### src/rtl/charlie_pkg.sv
// Shared definitions for the charlieplexed pin bank: pin/key counts, scan states
// and the {row,col} key numbering that the LED frame buffer also uses.
package charlie_pkg;

    localparam int CHARLIE_PINS = 8;
    localparam int KEY_COUNT    = 64;
    localparam int KEY_IDX_W    = 6;

    typedef enum logic [1:0] {
        SETTLE,
        SAMPLE,
        UPDATE
    } scan_state_e;

    typedef logic [2:0]           pin_idx_t;
    typedef logic [KEY_IDX_W-1:0] key_idx_t;

    function automatic key_idx_t key_idx_of(input pin_idx_t row, input pin_idx_t col);
        return {row, col};
    endfunction

    function automatic logic [CHARLIE_PINS-1:0] pin_onehot(input pin_idx_t pin);
        logic [CHARLIE_PINS-1:0] one;
        one = 1;
        return one << pin;
    endfunction

endpackage

### src/rtl/charlie_keyscan_if.sv
// Pin and key-report bundle of the key scanner; master is the scanner,
// slave is whatever owns the pins and consumes key events.
interface charlie_keyscan_if;
    import charlie_pkg::*;

    logic [CHARLIE_PINS-1:0] uio_in;
    logic [CHARLIE_PINS-1:0] uio_out;
    logic [CHARLIE_PINS-1:0] uio_oe;
    logic [KEY_COUNT-1:0]    key_state;
    logic                    key_event;
    key_idx_t                key_index;
    logic                    key_pressed;
    logic                    scan_done;

    modport master (
        input  uio_in,
        output uio_out, uio_oe, key_state, key_event, key_index, key_pressed, scan_done
    );

    modport slave (
        output uio_in,
        input  uio_out, uio_oe, key_state, key_event, key_index, key_pressed, scan_done
    );

endinterface

### src/rtl/charlie_debounce_bank.sv
// Per-key debounce counters and debounced state, updated through one
// read-modify-write port that visits a single key per cycle.
module charlie_debounce_bank
    import charlie_pkg::*;
#(
    parameter int DEBOUNCE_SCANS = 3
) (
    input  logic                 clk,
    input  logic                 rst,
    input  logic                 upd_en,
    input  key_idx_t             upd_idx,
    input  logic                 raw_bit,
    output logic [KEY_COUNT-1:0] key_state,
    output logic                 flip,
    output logic                 new_state
);

    // cnt+1 == DEBOUNCE_SCANS rewritten so the compare stays inside 3 bits
    localparam logic [2:0] DB_LAST = 3'(DEBOUNCE_SCANS - 1);

    logic [2:0]           cnt_view [KEY_COUNT];
    logic [KEY_COUNT-1:0] state_view;
    logic [2:0]           cnt_rd;
    logic [2:0]           cnt_d;
    logic                 cur_state;

    always_comb begin
        cur_state = state_view[upd_idx];
        cnt_rd    = cnt_view[upd_idx];
        flip      = 1'b0;
        cnt_d     = 3'd0;
        if (upd_en && (raw_bit != cur_state)) begin
            if (cnt_rd == DB_LAST) begin
                flip = 1'b1;
            end else begin
                cnt_d = cnt_rd + 3'd1;
            end
        end
        new_state = ~cur_state;
    end

    generate
        for (genvar gi = 0; gi < KEY_COUNT; gi++) begin : g_key
            logic       sel;
            logic [2:0] cnt_q;
            logic       state_q;

            assign sel = upd_en && (upd_idx == key_idx_t'(gi));

            always_ff @(posedge clk) begin
                if (rst) begin
                    cnt_q   <= 3'd0;
                    state_q <= 1'b0;
                end else if (sel) begin
                    cnt_q <= cnt_d;
                    if (flip) begin
                        state_q <= new_state;
                    end
                end
            end

            assign cnt_view[gi]   = cnt_q;
            assign state_view[gi] = state_q;
        end
    endgenerate

    assign key_state = state_view;

endmodule

### src/rtl/charlie_keyscan.sv
// Charlieplexed key-matrix scanner: drives one pin per row, latches the other
// seven, then walks the eight columns through the debounce bank.
module charlie_keyscan
    import charlie_pkg::*;
#(
    parameter int SETTLE_CYCLES  = 4,
    parameter int DEBOUNCE_SCANS = 3
) (
    input  logic              clk,
    input  logic              rst,
    charlie_keyscan_if.master bus
);

    localparam logic [3:0] SETTLE_LAST = 4'(SETTLE_CYCLES - 1);

    scan_state_e             state_q, state_d;
    pin_idx_t                row_q, row_d;
    logic [3:0]              cnt_q, cnt_d;
    logic [CHARLIE_PINS-1:0] row_raw_q, row_raw_d;
    logic [CHARLIE_PINS-1:0] drive_q, drive_d;
    logic                    scan_done_q, scan_done_d;
    logic                    key_event_q, key_event_d;
    key_idx_t                key_index_q, key_index_d;
    logic                    key_pressed_q, key_pressed_d;

    logic     upd_en;
    key_idx_t upd_idx;
    logic     raw_bit;
    logic     flip;
    logic     new_state;

    assign upd_en  = (state_q == UPDATE);
    assign upd_idx = key_idx_of(row_q, cnt_q[2:0]);
    assign raw_bit = row_raw_q[cnt_q[2:0]];

    charlie_debounce_bank #(
        .DEBOUNCE_SCANS(DEBOUNCE_SCANS)
    ) u_bank (
        .clk      (clk),
        .rst      (rst),
        .upd_en   (upd_en),
        .upd_idx  (upd_idx),
        .raw_bit  (raw_bit),
        .key_state(bus.key_state),
        .flip     (flip),
        .new_state(new_state)
    );

    always_comb begin
        state_d   = state_q;
        row_d     = row_q;
        cnt_d     = cnt_q;
        row_raw_d = row_raw_q;
        unique case (state_q)
            SETTLE: begin
                if (cnt_q == SETTLE_LAST) begin
                    state_d = SAMPLE;
                    cnt_d   = 4'd0;
                end else begin
                    cnt_d = cnt_q + 4'd1;
                end
            end
            SAMPLE: begin
                // the driven pin reads back its own drive, never a key
                state_d   = UPDATE;
                cnt_d     = 4'd0;
                row_raw_d = bus.uio_in & ~pin_onehot(row_q);
            end
            UPDATE: begin
                if (cnt_q == 4'd7) begin
                    state_d = SETTLE;
                    cnt_d   = 4'd0;
                    row_d   = row_q + 3'd1;
                end else begin
                    cnt_d = cnt_q + 4'd1;
                end
            end
            default: begin
                state_d = SETTLE;
                cnt_d   = 4'd0;
            end
        endcase

        // pins float during UPDATE so the sensed node discharges through the pull-downs
        drive_d       = upd_en ? '0 : pin_onehot(row_q);
        scan_done_d   = upd_en && (row_q == 3'd7) && (cnt_q == 4'd7);
        key_event_d   = flip;
        key_index_d   = flip ? upd_idx : key_index_q;
        key_pressed_d = flip ? new_state : key_pressed_q;
    end

    always_ff @(posedge clk) begin
        if (rst) begin
            state_q       <= SETTLE;
            row_q         <= 3'd0;
            cnt_q         <= 4'd0;
            row_raw_q     <= '0;
            drive_q       <= '0;
            scan_done_q   <= 1'b0;
            key_event_q   <= 1'b0;
            key_index_q   <= '0;
            key_pressed_q <= 1'b0;
        end else begin
            state_q       <= state_d;
            row_q         <= row_d;
            cnt_q         <= cnt_d;
            row_raw_q     <= row_raw_d;
            drive_q       <= drive_d;
            scan_done_q   <= scan_done_d;
            key_event_q   <= key_event_d;
            key_index_q   <= key_index_d;
            key_pressed_q <= key_pressed_d;
        end
    end

    assign bus.uio_out     = drive_q;
    assign bus.uio_oe      = drive_q;
    assign bus.scan_done   = scan_done_q;
    assign bus.key_event   = key_event_q;
    assign bus.key_index   = key_index_q;
    assign bus.key_pressed = key_pressed_q;

endmodule
### src/flat_wrapper.sv
// flat-port wrapper written by rule: the top's interface ports become plain ports
module charlie_keyscan_flat import charlie_pkg::*;
#(
    parameter int SETTLE_CYCLES  = 4,
    parameter int DEBOUNCE_SCANS = 3
)
  (clk, rst, bus_uio_in, bus_uio_out, bus_uio_oe, bus_key_state, bus_key_event, bus_key_index, bus_key_pressed, bus_scan_done);
  charlie_keyscan_if bus_i ();
  input  logic clk;
  input  logic rst;
  input wire logic [$bits(bus_i.uio_in)-1:0] bus_uio_in;
  output wire logic [$bits(bus_i.uio_out)-1:0] bus_uio_out;
  output wire logic [$bits(bus_i.uio_oe)-1:0] bus_uio_oe;
  output wire logic [$bits(bus_i.key_state)-1:0] bus_key_state;
  output wire logic [$bits(bus_i.key_event)-1:0] bus_key_event;
  output wire logic [$bits(bus_i.key_index)-1:0] bus_key_index;
  output wire logic [$bits(bus_i.key_pressed)-1:0] bus_key_pressed;
  output wire logic [$bits(bus_i.scan_done)-1:0] bus_scan_done;
  assign bus_i.uio_in = bus_uio_in;
  assign bus_uio_out = bus_i.uio_out;
  assign bus_uio_oe = bus_i.uio_oe;
  assign bus_key_state = bus_i.key_state;
  assign bus_key_event = bus_i.key_event;
  assign bus_key_index = bus_i.key_index;
  assign bus_key_pressed = bus_i.key_pressed;
  assign bus_scan_done = bus_i.scan_done;
  charlie_keyscan #(.SETTLE_CYCLES(SETTLE_CYCLES), .DEBOUNCE_SCANS(DEBOUNCE_SCANS)) u_core (.clk(clk), .rst(rst), .bus(bus_i));
endmodule
### config.mk
export PLATFORM = sky130hd
export DESIGN_NAME = charlie_keyscan_flat
export DESIGN_NICKNAME = d
export VERILOG_FILES = /design/src/rtl/charlie_pkg.sv /design/src/rtl/charlie_keyscan_if.sv /design/src/rtl/charlie_debounce_bank.sv /design/src/rtl/charlie_keyscan.sv /design/src/flat_wrapper.sv
export SDC_FILE = /design/constraint.sdc
export NUM_CORES = 1
export LEC_CHECK = 0
export ABC_AREA = 1
export CORE_MARGIN = 3
export CORE_UTILIZATION = 62
export CTS_CLUSTER_DIAMETER = 40
export DETAILED_ROUTE_END_ITERATION = 10
export DONT_BUFFER_PORTS = 1
export PLACE_DENSITY = 0.78
export SYNTH_ARGS = -nofsm -noshare
export SYNTH_HDL_FRONTEND = slang
export SYNTH_SLANG_ARGS = --single-unit
### constraint.sdc
create_clock -name clk -period 8.49 [get_ports clk]
set_input_delay 1.698 -clock clk [delete_from_list [all_inputs] [get_ports clk]]
set_output_delay 1.698 -clock clk [all_outputs]
set_load 0.01 [all_outputs]
==> reports/qor.yml <==
viasPerCell: 6.04
ios: 99
synthTopCellsByCount: "nand2_1, dfxtp_1, inv_1"
hold_viol_final: 0
antenna_cells: 0
synth_area_per_cell_um2: 6.79
fp.dieArea_mm2: 0.0254
dp_hpwl_um: 26400
crit_family: "simple AND/OR/NAND/NOR gates"
cts_resized: 0
antenna_found_initial: 1
wl_per_cell_um: 18.7
maxCapViolCount: 0
vias: 14100
gp_congestion: 0.924
ir_drop_v: 0.000169
io_buffers: 0
power_density_mw_per_mm2: 280
fp.coreArea_mm2: 0.0228
finalWirelength_um: 43600
grt_use_total_pct: 32.9
cts_tree: "built"
hold_buffers: 0
hold_class: "flip-flop to flip-flop"
ff2ff_setup_slack_ns: 2.80
root_buffer: "clkbuf_16"
syn_inst: 2146
min_to: "u_core.row_raw_q[3]"
clkTransAtPathRegs_ns: 0.06
cp-end-kind: "flip-flop"
die_x_um: 159
tightest_slew_ns: 1.07
htree_levels: 2
cp_num_cells: 21
grt_pass1_vias: 13206
r2r-start: "u_core.cnt_q[0]"
clk_latency_ns: 0.53
synth_most_common_cell: "nand2_1"
final_cells: 2336
min_period_ns: 5.69
drv_slew: 0
fin_setup_tns_ns: 0
yosys-top-cells-area: "dfxtp_1, nand2_1, o21ai_0, inv_1, a21oi_1"
synth.top_cell.area_share_pct: 39.8
drc: 0
worst_ep_required_time_ns: 8.91
async_reset_ff_share_pct: 0
cts_setup_buffers: 0
cts_inserted_buffers: 40
finalSetupViolations: 0
fillers: 2090
layout-drive-gt1-share_pct: 5.73
synth-seq-cells: 290
path_buf_inv: 6
cts_max_path_buffers: 3
hold_depth: 2
max_freq_ghz: 0.176
worst-setup-path-type: "flip-flop to flip-flop"
synth_edf_count: 0
status: "completed"
nNetsFinal: 2018
startpoint_type: "flip-flop"
drt_iter0_markers: 1916
initial_core_util_pct: 63.8
worstRegToRegCells: 21
min_period_over_period_pct: 67.0
seq_area_frac_synth_pct: 39.8
yosysWarnings: 0
reg2reg_to: "u_core.u_bank.g_key[43].state_q"
syn_area_mm2: 0.0146
placed_cells: 2267
critical_path_arrival_ns: 6.10
rows: 55
cpMaxStageDelayCell: "buf_4"
cpMostUsedCell: "nand2_1"
firstDrtPassIters: 6
yosys_most_used_dff: "dfxtp_1"
yosysTopAreaCell: "dfxtp_1"
final_core_util_pct: 66.5
crit_fanout: 70
slew_headroom_pct: 28.8
rsz0062_at_grt: "false"
p_leak_nw: 6.52
cp_slowest_stage_delay_ns: 0.69
clock_sinks: 290
cp_cell_sequence: "inv_4 -> buf_4 -> a21oi_1 -> o21ai_1 -> nand2_1 -> nand2_1 -> nand2_1 -> nor2_1 -> nor2_1 -> nor2_1 -> nand3b_1 -> inv_1 -> ha_1 -> inv_1 -> nor2_4 -> nand4_1 -> nand2_2 -> buf_4 -> nand2_1 -> nand2_1 -> inv_1"
grt_max_degree: 119
area_growth_pct: 4.20
grt_first_pass_wirelength_um: 68700
die_h_um: 159
fin_skew_ns: 0.0174
overflow: 0
hold_start: "u_core.row_raw_q[3]"
drtAntennaViolNets: 0
synthesis.nets: 2168
total_power_mw: 4.26
yosysUniqueCellTypes: 35
-- tightest hold or removal path: stages, from the launching register on --
cell and delay [ns]:
dfxtp_1 0.31, nand2_1 0.06, a21oi_1 0.06
-- state kept, by name (all words and copies together), names as in the netlist --
signal / count
u_core.row_raw_q: 8
u_core.state_q: 2
u_core.u_bank.g_key.cnt_q: 192
u_core.bus.scan_done: 1
u_core.u_bank.g_key.state_q: 64
u_core.bus.key_event: 1
u_core.cnt_q: 4
u_core.row_q: 3
u_core.bus.uio_oe: 8
u_core.bus.key_index: 6
u_core.bus.key_pressed: 1
-- cell type report --
type / count / area (um2) / share of cell area [%]
clock buffer: 49 / 1110 / 7.28
sequential: 290 / 5810 / 38.3
clock inverter: 20 / 189 / 1.24
inverter: 272 / 1030 / 6.76
timing repair buffer: 14 / 105 / 0.692
tap: 313 / 392 / 2.58
multi-input combinational: 1378 / 6560 / 43.2
-- placed cells by master (no fill, tap or decap), types with 2 or more instances in the layout --
cell | synthesis | layout
o21ai_1 | 7 | 7
inv_2 | 2 | 2
bufinv_16 | 0 | 2
nor2_1 | 165 | 164
clkbuf_1 | 46 | 3
o22ai_1 | 61 | 61
inv_6 | 0 | 5
nor4_1 | 3 | 3
nand2_1 | 506 | 504
o21ai_0 | 239 | 239
nor2_4 | 0 | 2
clkinv_2 | 1 | 7
inv_4 | 1 | 2
ha_1 | 12 | 12
o211ai_1 | 9 | 9
inv_1 | 266 | 266
nor2_2 | 4 | 3
nand4_1 | 73 | 73
nand3_1 | 59 | 59
clkbuf_16 | 0 | 41
clkinvlp_4 | 0 | 5
nand2_2 | 1 | 3
a32o_1 | 2 | 2
dfxtp_1 | 290 | 288
clkinv_4 | 0 | 2
nand3_4 | 3 | 3
o22ai_2 | 16 | 16
nor3_1 | 12 | 12
clkbuf_8 | 0 | 5
a21oi_1 | 199 | 199
buf_4 | 88 | 14
-- layer usage --
metal	vias up	wire length (um)	track usage (%)
li1	6612	-	-
met2	847	19000	51.5
met4	0	2340	17.2
met5	-	0	0
met1	6473	17400	42.7
met3	168	4820	7.21
-- kinds of logic (layout without fill, tap and decap cells) --
group	after synthesis	count (layout)	share of synthesized area (%)
simple gates	828	828	23.7
compound gates	536	536	20.1
buf+inv	478	355	15.3
flops	290	290	39.8
fa+ha+maj	12	12	1.03
xor+xnor	1	1	0.0601
mux	1	1	0.0687
-- per-stage QoR --
step	instance area (um2)	worst slack, ns	hold slack (ns)
floorplan	14600	5.42	0.445
global placement	13900	3.30	0.448
detailed placement	13900	3.14	0.457
CTS	15200	3.07	0.464
global route	15200	2.34	0.490
finish	15200	2.80	0.466
-- worst max path at each step --
stage / startpoint / end / slack [ns]
final: u_core.cnt_q[0] / u_core.u_bank.g_key[43].state_q / 2.80
after global routing: u_core.cnt_q[0] / u_core.u_bank.g_key[59].state_q / 2.34
after CTS: u_core.cnt_q[0] / u_core.u_bank.g_key[43].state_q / 3.07
after detailed placement: u_core.cnt_q[0] / u_core.u_bank.g_key[7].state_q / 3.14
after global placement: u_core.cnt_q[0] / u_core.u_bank.g_key[54].state_q / 3.30
after floorplan: u_core.cnt_q[0] / u_core.u_bank.g_key[0].cnt_q[1] / 5.42
-- power by group --
part | switching, mW | total [mW] | internal (mW)
registers | 0.0506 | 1.44 | 1.39
logic | 0.915 | 1.19 | 0.272
clock network | 0.640 | 1.63 | 0.992
No activity file was read; power rests on OpenSTA's default activity.
